## src/rtl/pwm_level_decoder_pkg.sv

```systemverilog
// Constants shared by the PWM generator and the PWM level decoder so both ends agree on period.
package pwm_level_decoder_pkg;

  localparam int PWM_CNT_W  = 16;
  localparam int PWM_PERIOD = 2 ** PWM_CNT_W;

  // True when a measured period lies within +/-tol clocks of the nominal period.
  function automatic logic period_in_tol(input int unsigned period,
                                         input int unsigned target,
                                         input int unsigned tol);
    return ((period + tol) >= target) && (period <= (target + tol));
  endfunction

endpackage

```

## src/rtl/pwm_level_decoder_if.sv

```systemverilog
// PWM stream in, recovered level and status out; master drives the stream, slave decodes it.
interface pwm_level_decoder_if #(
  parameter int CNT_W = pwm_level_decoder_pkg::PWM_CNT_W
);

  logic             pwm_in;
  logic [CNT_W-1:0] level;
  logic             level_valid;
  logic             locked;
  logic             stuck;

  modport master (output pwm_in, input level, level_valid, locked, stuck);
  modport slave  (input pwm_in, output level, level_valid, locked, stuck);

endinterface

```

## src/rtl/pwm_in_sync.sv

```systemverilog
// Brings the asynchronous PWM stream into the CLK100MHZ domain and flags its rising edges.
module pwm_in_sync #(
  parameter int SYNC_STAGES = 2
) (
  input  logic CLK100MHZ,
  input  logic ck_rst,
  input  logic pwm_in,
  output logic pwm_s,
  output logic rise
);

  logic [SYNC_STAGES-1:0] sync_q;
  logic                   pwm_d;

  // NOTE: sequential state uses non-blocking assignments so every flop samples pre-edge values.
  always_ff @(posedge CLK100MHZ or negedge ck_rst) begin
    if (!ck_rst) begin
      sync_q <= '0;
      pwm_d  <= 1'b0;
    end else begin
      sync_q <= {sync_q[SYNC_STAGES-2:0], pwm_in};
      pwm_d  <= sync_q[SYNC_STAGES-1];
    end
  end

  assign pwm_s = sync_q[SYNC_STAGES-1];
  assign rise  = pwm_s & ~pwm_d;

endmodule

```

## src/rtl/pwm_level_decoder.sv

```systemverilog
// Recovers the level of a cnt-compare PWM stream over fixed one-period windows, with period lock and stuck detection.
module pwm_level_decoder
  import pwm_level_decoder_pkg::*;
#(
  parameter int CNT_W       = PWM_CNT_W,
  parameter int SYNC_STAGES = 2,
  parameter int LOCK_TOL    = 2,
  parameter int LOCK_COUNT  = 4
) (
  input logic                CLK100MHZ,
  input logic                ck_rst,
  pwm_level_decoder_if.slave bus
);

  localparam int                PER_W       = CNT_W + 2;
  localparam int                GOOD_W      = $clog2(LOCK_COUNT + 1);
  localparam int unsigned       PERIOD      = 2 ** CNT_W;
  localparam logic [PER_W:0]    STUCK_LIMIT = (PER_W + 1)'(PERIOD + LOCK_TOL);
  localparam logic [GOOD_W-1:0] GOOD_MAX    = GOOD_W'(LOCK_COUNT);

  logic              pwm_s;
  logic              rise;
  logic [CNT_W-1:0]  win_cnt;
  logic              win_end;
  logic [CNT_W:0]    acc;
  logic [CNT_W:0]    sum;
  logic              primed;
  logic [PER_W-1:0]  per_cnt;
  logic [PER_W:0]    per_inc;
  logic              over;
  logic              in_tol;
  logic              seen_rise;
  logic [GOOD_W-1:0] good_cnt;
  logic [GOOD_W-1:0] good_nxt;

  pwm_in_sync #(
    .SYNC_STAGES (SYNC_STAGES)
  ) u_sync (
    .CLK100MHZ (CLK100MHZ),
    .ck_rst    (ck_rst),
    .pwm_in    (bus.pwm_in),
    .pwm_s     (pwm_s),
    .rise      (rise)
  );

  assign win_end = (win_cnt == '1);
  assign sum     = acc + (CNT_W + 1)'(pwm_s);
  assign per_inc = {1'b0, per_cnt} + 1'b1;
  assign over    = (per_inc > STUCK_LIMIT);
  assign in_tol  = period_in_tol(32'(per_inc), PERIOD, LOCK_TOL);

  // The first rise only starts a measurement; an overlong gap breaks lock without waiting for a rise.
  // NOTE: every always_comb output gets a default first, so no path can infer a latch.
  always_comb begin
    good_nxt = good_cnt;
    if (rise) begin
      if (seen_rise) begin
        if (!in_tol)                good_nxt = '0;
        else if (good_cnt != GOOD_MAX) good_nxt = good_cnt + 1'b1;
      end
    end else if (over) begin
      good_nxt = '0;
    end
  end

  always_ff @(posedge CLK100MHZ or negedge ck_rst) begin
    if (!ck_rst) begin
      win_cnt         <= '0;
      acc             <= '0;
      primed          <= 1'b0;
      per_cnt         <= '0;
      seen_rise       <= 1'b0;
      good_cnt        <= '0;
      bus.level       <= '0;
      bus.level_valid <= 1'b0;
      bus.locked      <= 1'b0;
      bus.stuck       <= 1'b0;
    end else begin
      win_cnt         <= win_cnt + 1'b1;
      bus.level_valid <= 1'b0;

      // The first window after reset only covers synchronizer warm-up and is dropped.
      if (win_end) begin
        acc    <= '0;
        primed <= 1'b1;
        if (primed) begin
          bus.level       <= sum[CNT_W] ? '1 : sum[CNT_W-1:0];
          bus.level_valid <= 1'b1;
        end
      end else begin
        acc <= sum;
      end

      if (rise) begin
        per_cnt   <= '0;
        seen_rise <= 1'b1;
      end else if (!(&per_cnt)) begin
        per_cnt <= per_inc[PER_W-1:0];
      end

      good_cnt   <= good_nxt;
      bus.locked <= (good_nxt == GOOD_MAX);
      bus.stuck  <= over & ~rise;
    end
  end

endmodule

```

## src/flat_wrapper.sv

```systemverilog
// flat-port wrapper written by rule: the top's interface ports become plain ports
module pwm_level_decoder_flat import pwm_level_decoder_pkg::*;
#(
  parameter int CNT_W       = PWM_CNT_W,
  parameter int SYNC_STAGES = 2,
  parameter int LOCK_TOL    = 2,
  parameter int LOCK_COUNT  = 4
)
  (CLK100MHZ, ck_rst, bus_pwm_in, bus_level, bus_level_valid, bus_locked, bus_stuck);
  pwm_level_decoder_if #(.CNT_W(CNT_W)) bus_i ();
  input logic CLK100MHZ;
  input logic ck_rst;
  input wire logic [$bits(bus_i.pwm_in)-1:0] bus_pwm_in;
  output wire logic [$bits(bus_i.level)-1:0] bus_level;
  output wire logic [$bits(bus_i.level_valid)-1:0] bus_level_valid;
  output wire logic [$bits(bus_i.locked)-1:0] bus_locked;
  output wire logic [$bits(bus_i.stuck)-1:0] bus_stuck;
  assign bus_i.pwm_in = bus_pwm_in;
  assign bus_level = bus_i.level;
  assign bus_level_valid = bus_i.level_valid;
  assign bus_locked = bus_i.locked;
  assign bus_stuck = bus_i.stuck;
  pwm_level_decoder #(.CNT_W(CNT_W), .SYNC_STAGES(SYNC_STAGES), .LOCK_TOL(LOCK_TOL), .LOCK_COUNT(LOCK_COUNT)) u_core (.CLK100MHZ(CLK100MHZ), .ck_rst(ck_rst), .bus(bus_i));
endmodule
```

## config.mk

```make
export PLATFORM = sky130hd
export DESIGN_NAME = pwm_level_decoder_flat
export DESIGN_NICKNAME = d
export VERILOG_FILES = /design/src/rtl/pwm_level_decoder_pkg.sv /design/src/rtl/pwm_level_decoder_if.sv /design/src/rtl/pwm_in_sync.sv /design/src/rtl/pwm_level_decoder.sv /design/src/flat_wrapper.sv
export SDC_FILE = /design/constraint.sdc
export NUM_CORES = 1
export LEC_CHECK = 0
export CAP_MARGIN = 20
export CORE_UTILIZATION = 35
export CTS_CLUSTER_SIZE = 10
export DETAILED_ROUTE_END_ITERATION = 8
export HOLD_SLACK_MARGIN = 0.12
export PLACE_DENSITY = 0.62
export SLEW_MARGIN = 20
export SYNTH_ARGS = -nofsm -noshare
export SYNTH_HDL_FRONTEND = slang
export SYNTH_SLANG_ARGS = --single-unit
```

## constraint.sdc

```tcl
create_clock -name CLK100MHZ -period 5.6 [get_ports CLK100MHZ]
set_input_delay 0.56 -clock CLK100MHZ [delete_from_list [all_inputs] [get_ports CLK100MHZ]]
set_output_delay 0.56 -clock CLK100MHZ [all_outputs]
set_load 0.03 [all_outputs]
```

==> impl_metrics.env <==
export IMPL_rsz0062_at_grt="false"
export IMPL_final_util_pct=41.07
export IMPL_first_global_vias=2886
export IMPL_area_growth_pct=13.01
export IMPL_cts_buffer_depth=2
export IMPL_synth_commonest_cells="78 x dfrtp_1, 54 x nor2_1, 27 x xnor2_1, 25 x a21oi_1, 23 x nand2_1"
export IMPL_cp_buffers_inverters=0
export IMPL_path_clk_slew_ns=0.06
export IMPL_dieArea_sq_um=11840
export IMPL_layout_drive_gt1_share_pct=9.157
export IMPL_dp_hpwl_um=5328
export IMPL_arrival_ns=3.39
export IMPL_ys_types=49
export IMPL_yosysWarnings=0
export IMPL_reg2regPathDepth=9
export IMPL_fin_cells=555
export IMPL_port_buffer_count=21
export IMPL_synth_top_area_share_pct=48.90
export IMPL_vias=2918
export IMPL_worstSkewPairLatency_ns=0.33
export IMPL_synthCells=400
export IMPL_layout_setup_ws_ns=2.418
export IMPL_synth_nets=412
export IMPL_slew_headroom_pct=37.82
export IMPL_fin_tns_setup_ns=0
export IMPL_async_flop_share_pct=100.0
export IMPL_crit_type="flip-flop to flip-flop"
export IMPL_cp_start_kind="flip-flop"
export IMPL_setup_viol=0
export IMPL_cts_tree="built"
export IMPL_drt_iter0_markers=224
export IMPL_regArea_sq_um=1952
export IMPL_grt_first_pass_wirelength_um=13750
export IMPL_cts_setup_buffers=0
export IMPL_drt_vias_per_instance=5.258
export IMPL_yosys_area_top_type="dfrtp_1"
export IMPL_holdCritStartpoint="u_core.u_sync.sync_q[0]"
export IMPL_drv_cap=0
export IMPL_layout_min_cycle_time_ns=3.182
export IMPL_routedWlPerCell_um=14.03
export IMPL_multi_input_comb_area_sq_um=1843
export IMPL_placed_cell_area_sq_um=4252
export IMPL_min_path_type="flip-flop to flip-flop"
export IMPL_whs_ns=0.3450
export IMPL_track_usage_pct=14.78
export IMPL_cts_buffers=9
export IMPL_syn_cell_area_sq_um=3991
export IMPL_vdd_drop_max_uv=177.5
export IMPL_maxSlewViolCount=0
export IMPL_fin_nets=423
export IMPL_worstSetupStartpoint="u_core.per_cnt[0]"
export IMPL_clock_root_buffer="clkbuf_16"
export IMPL_path_cells="ha_1 > nand4_4 > or4_4 > o21ai_0 > nand2_1 > a21oi_1 > o21ai_0 > and4_1 > or2_2"
export IMPL_synth_edf_count=0
export IMPL_pin_count=22
export IMPL_gp_congestion=0.8332
export IMPL_worst_pin_slew_ns=0.9328
export IMPL_required_ns=5.81
export IMPL_initial_core_util_pct=36.34
export IMPL_slowest_delay_ns=0.56
export IMPL_ant_nets=0
export IMPL_final_hold_viol_count=0
export IMPL_ys_flop_type="dfrtp_1"
export IMPL_grt_overflow=0
export IMPL_r2r_start="u_core.per_cnt[0]"
export IMPL_core_sq_um=10980
export IMPL_cpLargestDelayFamily="simple AND/OR/NAND/NOR gates"
export IMPL_cts_sinks=78
export IMPL_ys_seq_area_share_pct=48.90
export IMPL_path_depth=9
export IMPL_n_antenna_cell=0
export IMPL_outcome="finished clean"
export IMPL_yosysMostFrequentCell="dfrtp_1"
export IMPL_grt_max_degree=79
export IMPL_final_area_sq_um=4511
export IMPL_firstDrtPassIters=4
export IMPL_finalPower_mw=1.318
export IMPL_antenna_found_initial=0
export IMPL_power_density_nw_per_um2=292.1
export IMPL_skew_ns=0.005974
export IMPL_fillers=1031
export IMPL_die_width_um=108.8
export IMPL_drc=0
export IMPL_synth_area_top_cells="dfrtp_1 49%, xnor2_1 5.9%, nor2_1 5.1%"
export IMPL_fmax_ghz=0.3142
export IMPL_p_leak_nw=1.945
export IMPL_htree_levels=3
export IMPL_cts_resized=0
export IMPL_die_h_um=108.8
export IMPL_dp_cells=540
export IMPL_ys_seq_elements=78
export IMPL_wirelength_um=7784
export IMPL_rows=38
export IMPL_crit_slowest_cell="or4_4"
export IMPL_min_path_cells=0
export IMPL_crit_top_cell="o21ai_0"
export IMPL_dp_slack_ns=2.488
export IMPL_fin_crit_sh_pct=56.83
export IMPL_end_kind="flip-flop"
export IMPL_postCtsHoldBufs=0
export IMPL_synth_avg_cell_area_sq_um=9.978
export IMPL_crit_fanout=10
==> power by group <==
| group | total [mW] | internal (mW) | switching (mW) | leakage, nW |
|---|---|---|---|---|
| logic | 0.161 | 0.0594 | 0.101 | 0.778 |
| registers | 0.645 | 0.599 | 0.0465 | 1.05 |
| clock network | 0.512 | 0.296 | 0.216 | 0.121 |
| total | 1.32 | 0.954 | 0.364 | 1.94 |
==> sequential cells by signal, indices dropped and copies added, names as in the netlist <==
register,cells
u_core.acc,17
u_core.bus.level,16
u_core.bus.level_valid,1
u_core.bus.locked,1
u_core.bus.stuck,1
u_core.good_cnt,3
u_core.per_cnt,18
u_core.primed,1
u_core.seen_rise,1
u_core.u_sync.pwm_d,1
u_core.u_sync.sync_q,2
u_core.win_cnt,16
==> cells by family after synthesis <==
family	share of synthesized area, %
AOI/OAI and AO/OA	10.25
xor gates and xnor gates	9.436
adders and majority gates	2.821
buffers and inverters	4.953
DFF	48.90
muxes	0.5016
and+or+nand+nor	23.13
==> cell type report <==
class | instances | area share (%)
timing repair buffer | 24 | 5.104
sequential | 78 | 43.27
clock buffer | 11 | 5.159
inverter | 14 | 1.165
clock inverter | 4 | 0.5548
multi-input combinational | 284 | 40.86
tap | 140 | 3.883
==> worst paths after layout <==
| check | end | slack, ns |
|---|---|---|
| worst max-delay path | u_core.good_cnt[0] | 2.42 |
| worst min-delay path | u_core.u_sync.sync_q[1] | 0.34 |
| worst max register to register | u_core.good_cnt[0] | 2.42 |
| worst min register to register | u_core.u_sync.sync_q[1] | 0.34 |
| max in group asynchronous | u_core.u_sync.pwm_d | 4.62 |
| min in group asynchronous | u_core.win_cnt[10] | 0.38 |
==> layer usage <==
layer / part of all wire [%] / global-route usage (%) / wire, um
met1: 47 / 19.32 / 3635
met2: 48 / 23.78 / 3717
met3: 3.5 / 3.467 / 274
met4: 2.0 / 5.502 / 156
met5: 0 / 0 / 0
==> cells in the final DEF (no fill, tap or decap), drive strengths merged, types with 3 or more instances in the layout <==
cell type and instances:
xnor2 27, a21oi 25, or3 4, nor4 7
inv 14, clkdlybuf4s50 20, dfrtp 78, nand3 21
o21ai 4, ha 9, nand4 19, a31oi 18
xor2 16, nand2 23, and4 3, nand2b 3
nor2 54, nor3 10, a211oi 3, buf 4
clkbuf 11, a311oi 3, and3 9, and2 3
Power figures use the tool's default switching activity.
